### config.mk
export PLATFORM = sky130hd
export DESIGN_NAME = clk_mon_flat
export DESIGN_NICKNAME = d
export VERILOG_FILES = /design/src/rtl/clk_mon_if.sv /design/src/rtl/clk_mon.sv /design/src/flat_wrapper.sv
export SDC_FILE = /design/constraint.sdc
export NUM_CORES = 1
export LEC_CHECK = 0
export CAP_MARGIN = 20
export CORE_MARGIN = 1
export CORE_UTILIZATION = 49
export DETAILED_ROUTE_END_ITERATION = 10
export GPL_ROUTABILITY_DRIVEN = 0
export GPL_TIMING_DRIVEN = 0
export PLACE_DENSITY = 0.73
export SYNTH_ARGS = -nofsm -noshare
export SYNTH_HDL_FRONTEND = slang
export SYNTH_SLANG_ARGS = --single-unit
### constraint.sdc
create_clock -name clk -period 1.55 [get_ports clk]
set_input_delay 0.2325 -clock clk [delete_from_list [all_inputs] [get_ports clk]]
set_output_delay 0.2325 -clock clk [all_outputs]
set_load 0.01 [all_outputs]
### src/rtl/clk_mon_if.sv
// clk_mon_if: groups the monitored input and the measurement outputs of clk_mon.
//   sig_in     : monitored slow clock (driven by master)
//   period     : last measured period in clk cycles
//   high_time  : last measured high phase in clk cycles
//   meas_valid : one-cycle pulse when period/high_time update
//   err        : one-cycle pulse for an out-of-tolerance period
//   stuck      : one-cycle pulse on timeout
//   locked     : level, enough consecutive good periods seen
interface clk_mon_if #(parameter int CW = 16);
   logic          sig_in;
   logic [CW-1:0] period;
   logic [CW-1:0] high_time;
   logic          meas_valid;
   logic          err;
   logic          stuck;
   logic          locked;
   modport master (output sig_in, input period, high_time, meas_valid, err, stuck, locked);
   modport slave  (input sig_in, output period, high_time, meas_valid, err, stuck, locked);
endinterface

### src/rtl/clk_mon.sv
// clk_mon: measures period and high phase of an asynchronous slow clock, flags
// out-of-tolerance periods and timeouts, and reports lock.
//   clk : sole clock, rising edge
//   rst : synchronous active-high reset
//   bus : slave side of clk_mon_if (sig_in in, measurement results out)
module clk_mon #(
   parameter int EXP_PERIOD = 5000,
   parameter int TOL        = 8,
   parameter int LOCK_N     = 2,
   parameter int CW         = 16
) (
   input logic      clk,
   input logic      rst,
   clk_mon_if.slave bus
);
   typedef enum logic {IDLE, MEAS} state_t;
   localparam int GW = $clog2(LOCK_N + 1);
   localparam int LO = EXP_PERIOD - TOL;
   localparam int HI = EXP_PERIOD + TOL;
   state_t        state;
   logic          s1, s2, s3;
   logic [CW-1:0] pcnt, hcnt;
   logic [GW-1:0] good;
   logic          rise, good_p, tout;
   assign rise   = s2 & ~s3;
   // judged on the pre-reset count of the rise cycle
   assign good_p = int'(pcnt) >= LO && int'(pcnt) <= HI;
   assign tout   = pcnt == CW'(2 * EXP_PERIOD);
   always_ff @(posedge clk) begin
      if (rst) begin
         state          <= IDLE;
         s1             <= 1'b0;
         s2             <= 1'b0;
         s3             <= 1'b0;
         pcnt           <= '0;
         hcnt           <= '0;
         good           <= '0;
         bus.period     <= '0;
         bus.high_time  <= '0;
         bus.meas_valid <= 1'b0;
         bus.err        <= 1'b0;
         bus.stuck      <= 1'b0;
         bus.locked     <= 1'b0;
      end else begin
         s1             <= bus.sig_in;
         s2             <= s1;
         s3             <= s2;
         bus.meas_valid <= 1'b0;
         bus.err        <= 1'b0;
         bus.stuck      <= 1'b0;
         if (state == IDLE) begin
            if (rise) begin
               state <= MEAS;
               pcnt  <= CW'(1);
               hcnt  <= CW'(1);
            end
         end else if (rise) begin
            bus.period     <= pcnt;
            bus.high_time  <= hcnt;
            bus.meas_valid <= 1'b1;
            bus.err        <= ~good_p;
            pcnt           <= CW'(1);
            hcnt           <= CW'(1);
            if (good_p) begin
               good <= (int'(good) == LOCK_N) ? good : good + GW'(1);
               if (int'(good) + 1 >= LOCK_N) bus.locked <= 1'b1;
            end else begin
               good       <= '0;
               bus.locked <= 1'b0;
            end
         end else if (tout) begin
            // rise has priority, so a timeout only fires when no edge arrived
            state      <= IDLE;
            bus.stuck  <= 1'b1;
            bus.locked <= 1'b0;
            good       <= '0;
         end else begin
            pcnt <= pcnt + CW'(1);
            if (s2) hcnt <= hcnt + CW'(1);
         end
      end
   end
endmodule

### src/flat_wrapper.sv
// flat-port wrapper written by rule: the top's interface ports become plain ports
module clk_mon_flat 
#(
   parameter int EXP_PERIOD = 5000,
   parameter int TOL        = 8,
   parameter int LOCK_N     = 2,
   parameter int CW         = 16
)
  (clk, rst, bus_sig_in, bus_period, bus_high_time, bus_meas_valid, bus_err, bus_stuck, bus_locked);
  clk_mon_if #(.CW(CW)) bus_i ();
  input logic clk;
  input logic rst;
  input wire logic [$bits(bus_i.sig_in)-1:0] bus_sig_in;
  output wire logic [$bits(bus_i.period)-1:0] bus_period;
  output wire logic [$bits(bus_i.high_time)-1:0] bus_high_time;
  output wire logic [$bits(bus_i.meas_valid)-1:0] bus_meas_valid;
  output wire logic [$bits(bus_i.err)-1:0] bus_err;
  output wire logic [$bits(bus_i.stuck)-1:0] bus_stuck;
  output wire logic [$bits(bus_i.locked)-1:0] bus_locked;
  assign bus_i.sig_in = bus_sig_in;
  assign bus_period = bus_i.period;
  assign bus_high_time = bus_i.high_time;
  assign bus_meas_valid = bus_i.meas_valid;
  assign bus_err = bus_i.err;
  assign bus_stuck = bus_i.stuck;
  assign bus_locked = bus_i.locked;
  clk_mon #(.EXP_PERIOD(EXP_PERIOD), .TOL(TOL), .LOCK_N(LOCK_N), .CW(CW)) u_core (.clk(clk), .rst(rst), .bus(bus_i));
endmodule
==> metrics.md, run 1 <==
| Metric | Value |
|---|---|
| CTS buffer count | 9 |
| Initial Utilization | 52.1% |
| Total grt overflow | 0 |
| H-tree depth | 3 |
| Crit Path Category | flip-flop to flip-flop |
| Yosys synthesis warning count | 0 |
| Count of state elements after synthesis | 74 |
| Top FF cell, synth | sky130_fd_sc_hd__dfxtp_1 |
| Proportion of synthesized area in mux cells | less than 1% |
| Die outline height | 82.3 microns |
| Min cycle time layout | 1.80 ns |
| Logic depth of the worst register-to-register path | 8 |
| Syn Area/Cell | 8.47 sq um |
| CTS max path bufs | 2 |
| Filler Cells Inserted | 474 |
| Data required, critical path | 1.77 ns |
| Count of antenna diodes in the layout | 0 |
| Clock Tree Root | sky130_fd_sc_hd__clkbuf_8 |
| Worst-case headroom to the max-slew limit | between 60% and 70% |
| Detailed Route Iter0 Violations | 153 |
| Total count of hold-check failures in the final report | 0 |
| Worst Clk Skew | 0.0112 ns |
| Startpoint of the worst hold path | rst |
| Worst VDD drop | 0.628 mV |
| Global-route wire length before repair | 11800 microns |
| GRT Resource Usage Total | 23.5% |
| Fin cells | around 520 |
| Async set-reset flop share out of synthesis | 0% |
| Worst-Skew Late Latency | 0.35 ns |
| Sinks on Clock Net | 74 |
| Synthesized-area fraction occupied by and/or/nand/nor cells | 26.3% |
| Setup repair after global routing missed its margin | yes |
| Syn Std Cell Area | approximately 3200 sq um |
| Utilization after layout | 70.7% |
| Overall die area | ~6800 sq um |
| Count of different cell masters after synthesis | 53 |
| Vias | 2875 |
| DRC viols | 0 |
| Core Region | 6060 sq um |
| Cell area after placement | about 3600 sq um |
| Setup slack after layout | -0.247 ns |
| Post-detailed-route via-to-cell ratio | 5.56 |
| Combinational family with the most area after synthesis | simple AND/OR/NAND/NOR gates |
| Antenna violations before repair | 0 |
| Outcome | finished with violations |
| Slew at the pin with the worst max-slew slack | 0.521 ns |
| Post-detailed-routing wire length | around 7700 microns |
| Data arrival time of the critical path | 2.02 ns |
| Worst r2r dst | u_core.hcnt[15] |
| Compound-gate portion of the synthesized area | between 10% and 20% |
| Number of pins exceeding their max-slew limit in the final report | 0 |
| Final non-filler cell area | 4280 sq um |
| Fmax achieved | 0.556 GHz |
| Worst min-delay path class | input pin to flip-flop |
| Layout Nets | between 400 and 500 |
| Endpoint kind of the worst setup timing path | flip-flop |
| Violated checks | negative setup slack |
| Synthesized-area fraction occupied by adder cells | 1.98% |
| Antenna-violating nets left | 0 |
| Area growth syn-to-layout | 35.6% |
| Hold path depth | 2 |
| Number of maximum-capacitance constraint violations | 0 |
| Count of boundary I/O pins | 39 |
| XOR/XNOR Fraction of Synth Area | 3.88% |
| Power density relative to cell area | between 800 and 900 nW/um^2 |
| CTS clk-pin slew, worst paths | 0.07 ns |
| Number of buffer cells added on primary ports | 37 |
| Reg2Reg Launch Point | u_core.pcnt[0] |
| Kind of start point of the critical path | flip-flop |
| Number of enable-type register cells in the synthesized netlist | 0 |
| Register-to-register path setup slack | -0.25 ns |
| Via count of the first global-routing pass | approximately 2500 |
| Leakage power figure | roughly 1.5 nW |
| Pin count of the biggest net entering global routing | 12 |
| Net count of the mapped netlist | 381 |
| Sequential cell area fraction in the yosys report | a little under half |
| Synth Instances | 373 |
| Share of cells above drive strength 1 | 25.6% |
| TritonCTS clock tree | yes |
| Routed len/inst | 14.9 microns |
| Final clock period utilization by the worst path | 116% |
| Site Rows | 28 |
| Die X | 82.3 microns |
| Post-detail-place hpwl | 4940 microns |
| Number of iterations in the first detailed-routing pass | 4 |
| Total setup violations reported at the end of the flow | 22 |
| Biggest fanout along the worst timing path | 3 |
| DP Cell Count | 485 |
| Hold EP | u_core.bus.meas_valid |
synthesized netlist by cell type (3+ instances only):
master                     number  area [sq um]
sky130_fd_sc_hd__inv_1          9          33.8
sky130_fd_sc_hd__ha_1           5          62.6
sky130_fd_sc_hd__nand2_1       80           300
sky130_fd_sc_hd__o21ai_0        3          15.0
sky130_fd_sc_hd__a31o_2         4          35.0
sky130_fd_sc_hd__and3_1         5          31.3
sky130_fd_sc_hd__nor2_1        28           105
sky130_fd_sc_hd__nor2b_1        4          25.0
sky130_fd_sc_hd__dfxtp_1       74          1480
sky130_fd_sc_hd__buf_2          3          15.0
sky130_fd_sc_hd__nand3_1       15          75.1
sky130_fd_sc_hd__a31oi_1        6          37.5
sky130_fd_sc_hd__xor2_1        10          87.6
sky130_fd_sc_hd__and4bb_2       3          37.5
sky130_fd_sc_hd__xnor2_1        4          35.0
sky130_fd_sc_hd__clkbuf_1      14          52.6
sky130_fd_sc_hd__a21oi_1       48           240
sky130_fd_sc_hd__and2_1         4          25.0
sky130_fd_sc_hd__nand4_1        8          50.1
logic make-up (layout without fill, tap and decap cells):
family | after synthesis | after routing
and+or+nand+nor | 166 | 166
AOI/OAI and AO/OA | 81 | 81
muxes | 2 | 2
DFF | 74 | 74
buffers and inverters | 31 | 100
xor gates and xnor gates | 14 | 14
adders and majority gates | 5 | 5
flip-flops by register name, summed over array words and instances, names as in the netlist:
name                   count
u_core.s3                  1
u_core.pcnt               16
u_core.state               1
u_core.s2                  1
u_core.s1                  1
u_core.bus.locked          1
u_core.bus.stuck           1
u_core.bus.high_time      16
u_core.bus.err             1
u_core.bus.meas_valid      1
u_core.good                2
u_core.hcnt               16
u_core.bus.period         16
how the worst max path moves through the flow:
| stage | from | endpoint |
|---|---|---|
| 2_1_floorplan | u_core.pcnt[5] | u_core.hcnt[1] |
| 3_3_place_gp | u_core.s2 | u_core.bus.period[15] |
| 3_5_place_dp | u_core.s2 | u_core.bus.high_time[15] |
| 4_1_cts | u_core.pcnt[1] | u_core.hcnt[15] |
| 5_1_grt | u_core.pcnt[11] | u_core.hcnt[4] |
| 6_report | u_core.pcnt[0] | u_core.hcnt[15] |
layout by cell type, fill, tap and decap left out, drive strengths merged, types with 3 or more instances in the layout:
cell type	instances
a21oi	48
a31o	4
a31oi	6
and2	4
and3	7
and4bb	3
buf	27
clkbuf	26
clkdlybuf4s50	37
dfxtp	74
ha	5
inv	9
nand2	80
nand3	16
nand4	9
nor2	28
nor2b	4
nor3	3
o21ai	4
xnor2	4
xor2	10
critical path: stages (launching register included):
cell	delay (ns)
sky130_fd_sc_hd__dfxtp_4	0.36
sky130_fd_sc_hd__inv_4	0.04
sky130_fd_sc_hd__ha_4	0.15
sky130_fd_sc_hd__and4bb_2	0.25
sky130_fd_sc_hd__nand4_1	0.16
sky130_fd_sc_hd__nand3_2	0.14
sky130_fd_sc_hd__buf_4	0.16
sky130_fd_sc_hd__o31ai_2	0.30
sky130_fd_sc_hd__a21oi_2	0.11
cell type report:
class | count | area, sq um | area share, %
plain buffers | 18 | 124 | 2.89
clock buffers | 15 | 186 | 4.35
clock inverters | 1 | 30.0 | 0.701
inverters | 9 | 36.3 | 0.847
multi-input cells | 268 | 1740 | 40.7
flip-flops and latches | 74 | 1520 | 35.6
well taps | 75 | 93.8 | 2.19
repair buffers | 57 | 546 | 12.7
power by group:
part	internal, mW	total [mW]	switching [mW]
Clock	0.922	1.58	0.659
Sequential	1.90	1.91	0.0132
Combinational	0.0699	0.171	0.101
repair_timing:
| item | CTS | global route |
|---|---|---|
| hold buffers | 0 | 0 |
| endpoints found under the setup margin | 59 | 64 |
| pin swaps | 12 | 21 |
| cloned | 0 | 1 |
| gates resized for setup | 47 | 43 |
| setup buffers | 9 | 10 |
layer usage:
metal / share of wire [%] / up-vias / global-route usage [%]
li1: - / 1418 / -
met1: 46 / 1345 / 30.9
met2: 45 / 91 / 35.5
met3: 5.6 / 21 / 7.36
met4: 3.2 / 0 / 10.0
met5: 0 / - / 0
stage by stage:
stage | total power [mW] | hold slack (ns) | TNS (ns) | worst slack [ns]
floorplan | 2.05 | 0.361 | -0.840 | -0.134
global placement | 2.09 | 0.421 | -11.12 | -0.304
detailed placement | 2.09 | 0.445 | -13.22 | -0.331
CTS | 3.67 | 0.289 | -2.20 | -0.198
global route | 3.80 | 0.324 | -4.45 | -0.304
finish | 3.66 | 0.298 | -2.96 | -0.247
Power figures use the tool's default switching activity.
==> run 2: changes to the inputs <==
- CTS_BUF_LIST: unset -> sky130_fd_sc_hd__clkbuf_16
- HOLD_SLACK_MARGIN: unset -> 0.15
- SLEW_MARGIN: unset -> 25
==> run 2 against run 1 <==
Clock skew fell by 0.0054 ns. The flow still finishes with violations (negative setup slack). Critical path type unchanged. Register-to-register slack better by 0.06 ns. Flip-flop and latch count unchanged. Largest cell class unchanged. Global-route usage is 0.15 points higher. Via count shrank 2.1%. Worst hold slack improved by 0.063 ns. Cell count decreased by 1.7%. Sequential power about the same. Clock power rose by 22%. Non-clock buffer count fell by 9. Routed wire length fell by 3.0%.
==> metrics.md, run 2 (synthesis gave the netlist of run 1 again) <==
| Metric | Value |
|---|---|
| Hold path depth | 2 |
| Antenna violations before repair | 0 |
| Cell area after placement | 3650 sq um |
| Critical path startpoint | u_core.pcnt[15] |
| Initial Utilization | between 50% and 60% |
| Post-detail-place hpwl | 4940 microns |
| CTS buffer count | 9 |
| Setup repair after global routing missed its margin | yes |
| DP Cell Count | 485 |
| Worst Clk Skew | 0.00581 ns |
| Biggest fanout along the worst timing path | 5 |
| CTS clk-pin slew, worst paths | roughly 0.050 ns |
| Count of boundary I/O pins | 39 |
| Pin count of the biggest net entering global routing | 12 |
| Worst VDD drop | 0.725 mV |
| Filler Cells Inserted | 475 |
| Sinks on Clock Net | 74 |
| Cell family contributing the most delay on the critical path | simple AND/OR/NAND/NOR gates |
| Pre-CTS WS | -0.331 ns |
| Post-detailed-routing wire length | 7470 microns |
| Site Rows | 28 |
| CTS max path bufs | 2 |
| Count of antenna diodes in the layout | 0 |
| Number of buffers inserted for hold repair after clock tree synthesis | 0 |
| Post-detailed-route via-to-cell ratio | 5.54 |
| CP Buf/Inv Count | 0 |
| Setup slack after layout | -0.185 ns |
| Total grt overflow | 0 |
| Total count of hold-check failures in the final report | 0 |
| Overall die area | 6770 sq um |
| Detailed Route Iter0 Violations | about 190 |
| Cell type of the slowest stage on the worst timing path | sky130_fd_sc_hd__or4_4 |
| Endpoint kind of the worst setup timing path | flip-flop |
| DRC viols | 0 |
| Clock Tree Root | sky130_fd_sc_hd__clkbuf_16 |
| TritonCTS clock tree | yes |
| Utilization after layout | 70.0% |
| Power density relative to cell area | roughly 940 nW/um^2 |
| Leakage power figure | 1.51 nW |
| Fin cells | between 500 and 600 |
| Worst-case headroom to the max-slew limit | 64.5% |
| Outcome | finished with violations |
| Kind of start point of the critical path | flip-flop |
| Cell-by-cell trace of the critical path | nand4bb_4, or4_4, o211a_4, a32oi_1, nor2_1 |
| Routed len/inst | 14.7 microns |
| Final non-filler cell area | 4240 sq um |
| Number of buffer cells added on primary ports | 37 |
| Commonest cells after routing, fill and taps aside | sky130_fd_sc_hd__nand2_1 (77), sky130_fd_sc_hd__dfxtp_1 (55), sky130_fd_sc_hd__a21oi_1 (43), sky130_fd_sc_hd__clkdlybuf4s50_1 (37), sky130_fd_sc_hd__nor2_1 (26) |
| Number of maximum-capacitance constraint violations | 0 |
| Worst-Skew Late Latency | 0.33 ns |
| Global-route wire length before repair | 11900 microns |
| Layout Nets | between 400 and 500 |
| H-tree depth | 3 |
| Die X | 82.3 microns |
| Violated checks | negative setup slack |
| Antenna-violating nets left | 0 |
| Final clock period utilization by the worst path | 112% |
| Die outline height | 82.3 microns |
| Peak per-stage delay on the critical path | 0.49 ns |
| Core Region | roughly 6000 sq um |
| Fmax achieved | about 0.58 GHz |
| Critical path depth in cells | 5 |
| Most common library cell in the layout ignoring fill and taps | sky130_fd_sc_hd__nand2_1 |
| Crit Path Category | flip-flop to flip-flop |
| Logic depth of the worst register-to-register path | 5 |
| Area growth syn-to-layout | 34.2% |
| Min cycle time layout | 1.74 ns |
| Startpoint of the worst hold path | rst |
| GRT Resource Usage Total | 23.7% |
| Number of iterations in the first detailed-routing pass | 4 |
| Number of pins exceeding their max-slew limit in the final report | 0 |
| Reg2Reg Launch Point | u_core.pcnt[15] |
| Vias | 2815 |
| Data arrival time of the critical path | around 1.9 ns |
| Data required, critical path | 1.75 ns |
| Worst hold slack after final layout | between 0.3 and 0.4 ns |
| Share of cells above drive strength 1 | 23.1% |
| Slew at the pin with the worst max-slew slack | 0.532 ns |
| Via count of the first global-routing pass | between 2000 and 3000 |
| Worst min-delay path class | input pin to flip-flop |
| Total setup violations reported at the end of the flow | 21 |
[run 2: repair_timing]
action,CTS,global route
endpoints found under the setup margin,59,64
gates resized for setup,42,30
pin swaps,12,10
buffers inserted,9,3
gates cloned,1,0
[run 2: where the power goes]
part / internal (mW) / total, mW / switching [mW]
clock network: 1.21 / 1.93 / 0.716
registers: 1.90 / 1.92 / 0.0137
logic: 0.0622 / 0.160 / 0.0975
total: 3.18 / 4.00 / 0.827
[run 2: worst reg2reg max path: cells and delay by family (launching register included)]
| family | cells | cell delay [ns] |
|---|---|---|
| and+or+nand+nor | 3 | 0.78 |
| AOI/OAI and AO/OA | 2 | 0.49 |
| DFF | 1 | 0.33 |
[run 2: cell type report]
type	count	area [sq um]	area share, %
multi-input combinational	268	1710	40.3
sequential	74	1520	35.9
timing repair buffer	50	492	11.6
clock buffer	9	225	5.31
buffer	16	108	2.54
tap	75	93.8	2.21
clock inverter	7	52.6	1.24
inverter	9	36.3	0.856
[run 2: metrics by stage]
stage | TNS, ns | total power [mW]
final | -2.69 | 4.00
after global routing | -7.72 | 4.14
after CTS | -2.37 | 4.04
after detailed placement | -13.22 | 2.09
after global placement | -11.12 | 2.09
after floorplan | -0.840 | 2.05
[run 2: path summary, 6_finish.rpt]
| kind | slack (ns) | to |
|---|---|---|
| setup reg to reg | -0.19 | u_core.hcnt[1] |
| setup / recovery | -0.19 | u_core.hcnt[1] |
| hold / removal | 0.36 | u_core.bus.meas_valid |
| hold reg to reg | 0.45 | u_core.s2 |
[run 2: layer usage]
metal / GRT usage, % / vias up / part of all wire [%]
met1: 31.0 / 1302 / 47
met2: 35.8 / 89 / 45
met5: 0 / - / 0
met4: 10.7 / 0 / 2.2
li1: - / 1405 / -
met3: 7.03 / 19 / 5.6
==> run 3: changes to the inputs <==
- RECOVER_POWER: unset -> 25
==> run 3 against run 2 <==
The run still ends with negative setup slack left. Design area is 0.15% lower. Die area stayed put. Register-to-register slack hardly changed. Sequential power hardly changed. Combinational power hardly changed. Clock skew hardly changed. Flip-flop and latch count stayed put. Clock-buffer cell count stayed put. Worst setup slack hardly changed. Worst hold slack better by 0.013 ns. Non-clock buffer count stayed put. Maximum frequency hardly changed. Critical endpoint unchanged.
==> metrics.md, run 3 (synthesis gave the netlist of run 1 again) <==
| Metric | Value |
|---|---|
| Filler Cells Inserted | approximately 480 |
| Outcome | finished with violations |
| Core Region | 6060 sq um |
| Clock Tree Root | sky130_fd_sc_hd__clkbuf_16 |
| Leakage power figure | around 1.5 nW |
| Comb pwr share | roughly 4% |
| DRC viols | 0 |
| CTS clk-pin slew, worst paths | around 0.050 ns |
| Share of total power in the clock network | 48.1% |
| Layout Nets | 436 |
| Area growth syn-to-layout | 34.0% |
| Setup slack after layout | -0.185 ns |
| Detailed Route Iter0 Violations | 192 |
| Data required, critical path | 1.75 ns |
| Worst min-delay path class | input pin to flip-flop |
| Worst hold slack after final layout | 0.374 ns |
| Worst VDD drop | about 0.73 mV |
| Post-detailed-routing wire length | 7460 microns |
| Power density relative to cell area | around 950 nW/um^2 |
| Total count of hold-check failures in the final report | 0 |
| Crit Path Category | flip-flop to flip-flop |
| Antenna-violating nets left | 0 |
| Worst-case headroom to the max-slew limit | 65.0% |
| Number of iterations in the first detailed-routing pass | 4 |
| Setup repair after global routing missed its margin | yes |
| Min cycle time layout | 1.73 ns |
| H-tree depth | 3 |
| Biggest fanout along the worst timing path | 5 |
| Total setup violations reported at the end of the flow | 21 |
| Internal power of the cells | 3.17 mW |
| CTS max path bufs | 2 |
| Multi-input combinational cell area | 1710 sq um |
| Sinks on Clock Net | 74 |
| Switching fraction of total power | 20.7% |
| Fmax achieved | 0.576 GHz |
| Global-route wire length before repair | 11900 microns |
| Most common library cell in the layout ignoring fill and taps | sky130_fd_sc_hd__nand2_1 |
| Worst-Skew Late Latency | 0.33 ns |
| Number of buffers inserted for hold repair after clock tree synthesis | 0 |
| Routed len/inst | 14.7 microns |
| Die outline height | 82.3 microns |
| TritonCTS clock tree | yes |
| Number of pins exceeding their max-slew limit in the final report | 0 |
| Fin cells | a little over 500 |
| Count of boundary I/O pins | 39 |
| CTS buffer count | 9 |
| Site Rows | 28 |
| Register-to-register path setup slack | -0.18 ns |
| Violated checks | negative setup slack |
| Via count of the first global-routing pass | 2535 |
| Pre-CTS WS | -0.331 ns |
| Switching Power | between 0.8 and 0.9 mW |
| Endpoint kind of the worst setup timing path | flip-flop |
| Number of maximum-capacitance constraint violations | 0 |
| DP Cell Count | 485 |
| Slew at the pin with the worst max-slew slack | 0.525 ns |
| Kind of start point of the critical path | flip-flop |
| Overall die area | 6770 sq um |
| Initial Utilization | between 50% and 60% |
| Post-detailed-route via-to-cell ratio | 5.56 |
| Antenna violations before repair | 0 |
| Final clock period utilization by the worst path | 112% |
| Post-detail-place hpwl | 4940 microns |
| GRT Resource Usage Total | 23.7% |
| Pin count of the biggest net entering global routing | 12 |
| Total grt overflow | 0 |
| Commonest cells after routing, fill and taps aside | sky130_fd_sc_hd__nand2_1 (77), sky130_fd_sc_hd__dfxtp_1 (55), sky130_fd_sc_hd__a21oi_1 (43), sky130_fd_sc_hd__clkdlybuf4s50_1 (34), sky130_fd_sc_hd__nor2_1 (26) |
| Worst Clk Skew | just under 0.006 ns |
| Die X | 82.3 microns |
| Count of antenna diodes in the layout | 0 |
| Number of buffer cells added on primary ports | 37 |
| Data arrival time of the critical path | 1.94 ns |
| Reg power frac | ~48% |
| Vias | ~2800 |
| Storage cell area | 1520 sq um |
| Share of cells above drive strength 1 | 23.1% |
-- run 3: what timing repair did --
| action | in CTS | in global routing |
|---|---|---|
| gates resized for setup | 42 | 30 |
| buffers inserted | 9 | 3 |
| endpoints found under the setup margin | 59 | 64 |
| pin swaps | 12 | 10 |
| cloned | 1 | 0 |
-- run 3: power groups by stage --
stage | logic [mW] | registers (mW) | clock network [mW]
final | 0.157 | 1.92 | 1.93
after global routing | 0.172 | 1.92 | 2.05
after CTS | 0.150 | 1.92 | 1.97
after detailed placement | 0.124 | 1.96 | 0
after global placement | 0.122 | 1.96 | 0
after floorplan | 0.0903 | 1.96 | 0
-- run 3: cell type report --
type,count,area share [%]
Clock buffer,9,5.32
Tap cell,75,2.22
Multi-Input combinational cell,268,40.4
Sequential cell,74,36.0
Buffer,16,2.39
Timing Repair Buffer,50,11.6
Clock inverter,7,1.24
Inverter,9,0.857
-- run 3: worst paths after layout --
check | depth (start not counted) | startpoint | end
max | 5 | u_core.pcnt[15] | u_core.hcnt[1]
min | 2 | rst | u_core.bus.meas_valid
min reg2reg | 1 | u_core.s1 | u_core.s2
max reg2reg | 5 | u_core.pcnt[15] | u_core.hcnt[1]
-- run 3: metal layers --
| metal | GRT usage [%] | wire length [microns] | up-vias |
|---|---|---|---|
| met5 | 0 | 0 | - |
| met4 | 10.7 | 165 | 0 |
| met3 | 7.03 | 405 | 19 |
| met2 | 35.8 | 3340 | 86 |
| met1 | 31.0 | 3550 | 1313 |
| li1 | - | - | 1404 |
-- run 3: through the flow --
| stage | utilization, % | total power, mW | area (sq um) | setup TNS (ns) |
|---|---|---|---|---|
| 2_1_floorplan | - | 2.05 | 3190 | -0.840 |
| 3_3_place_gp | 60.2 | 2.09 | 3650 | -11.12 |
| 3_5_place_dp | 60.2 | 2.09 | 3650 | -13.22 |
| 4_1_cts | 67.9 | 4.04 | 4120 | -2.37 |
| 5_1_grt | 69.9 | 4.14 | 4230 | -7.75 |
| 6_report | 69.9 | 4.00 | 4230 | -2.75 |
-- run 3: critical path, cell delays in order, from the launching register on --
cell	delay, ns
sky130_fd_sc_hd__dfxtp_4	0.33
sky130_fd_sc_hd__nand4bb_4	0.23
sky130_fd_sc_hd__or4_4	0.49
sky130_fd_sc_hd__o211a_4	0.28
sky130_fd_sc_hd__a32oi_1	0.21
sky130_fd_sc_hd__nor2_1	0.06
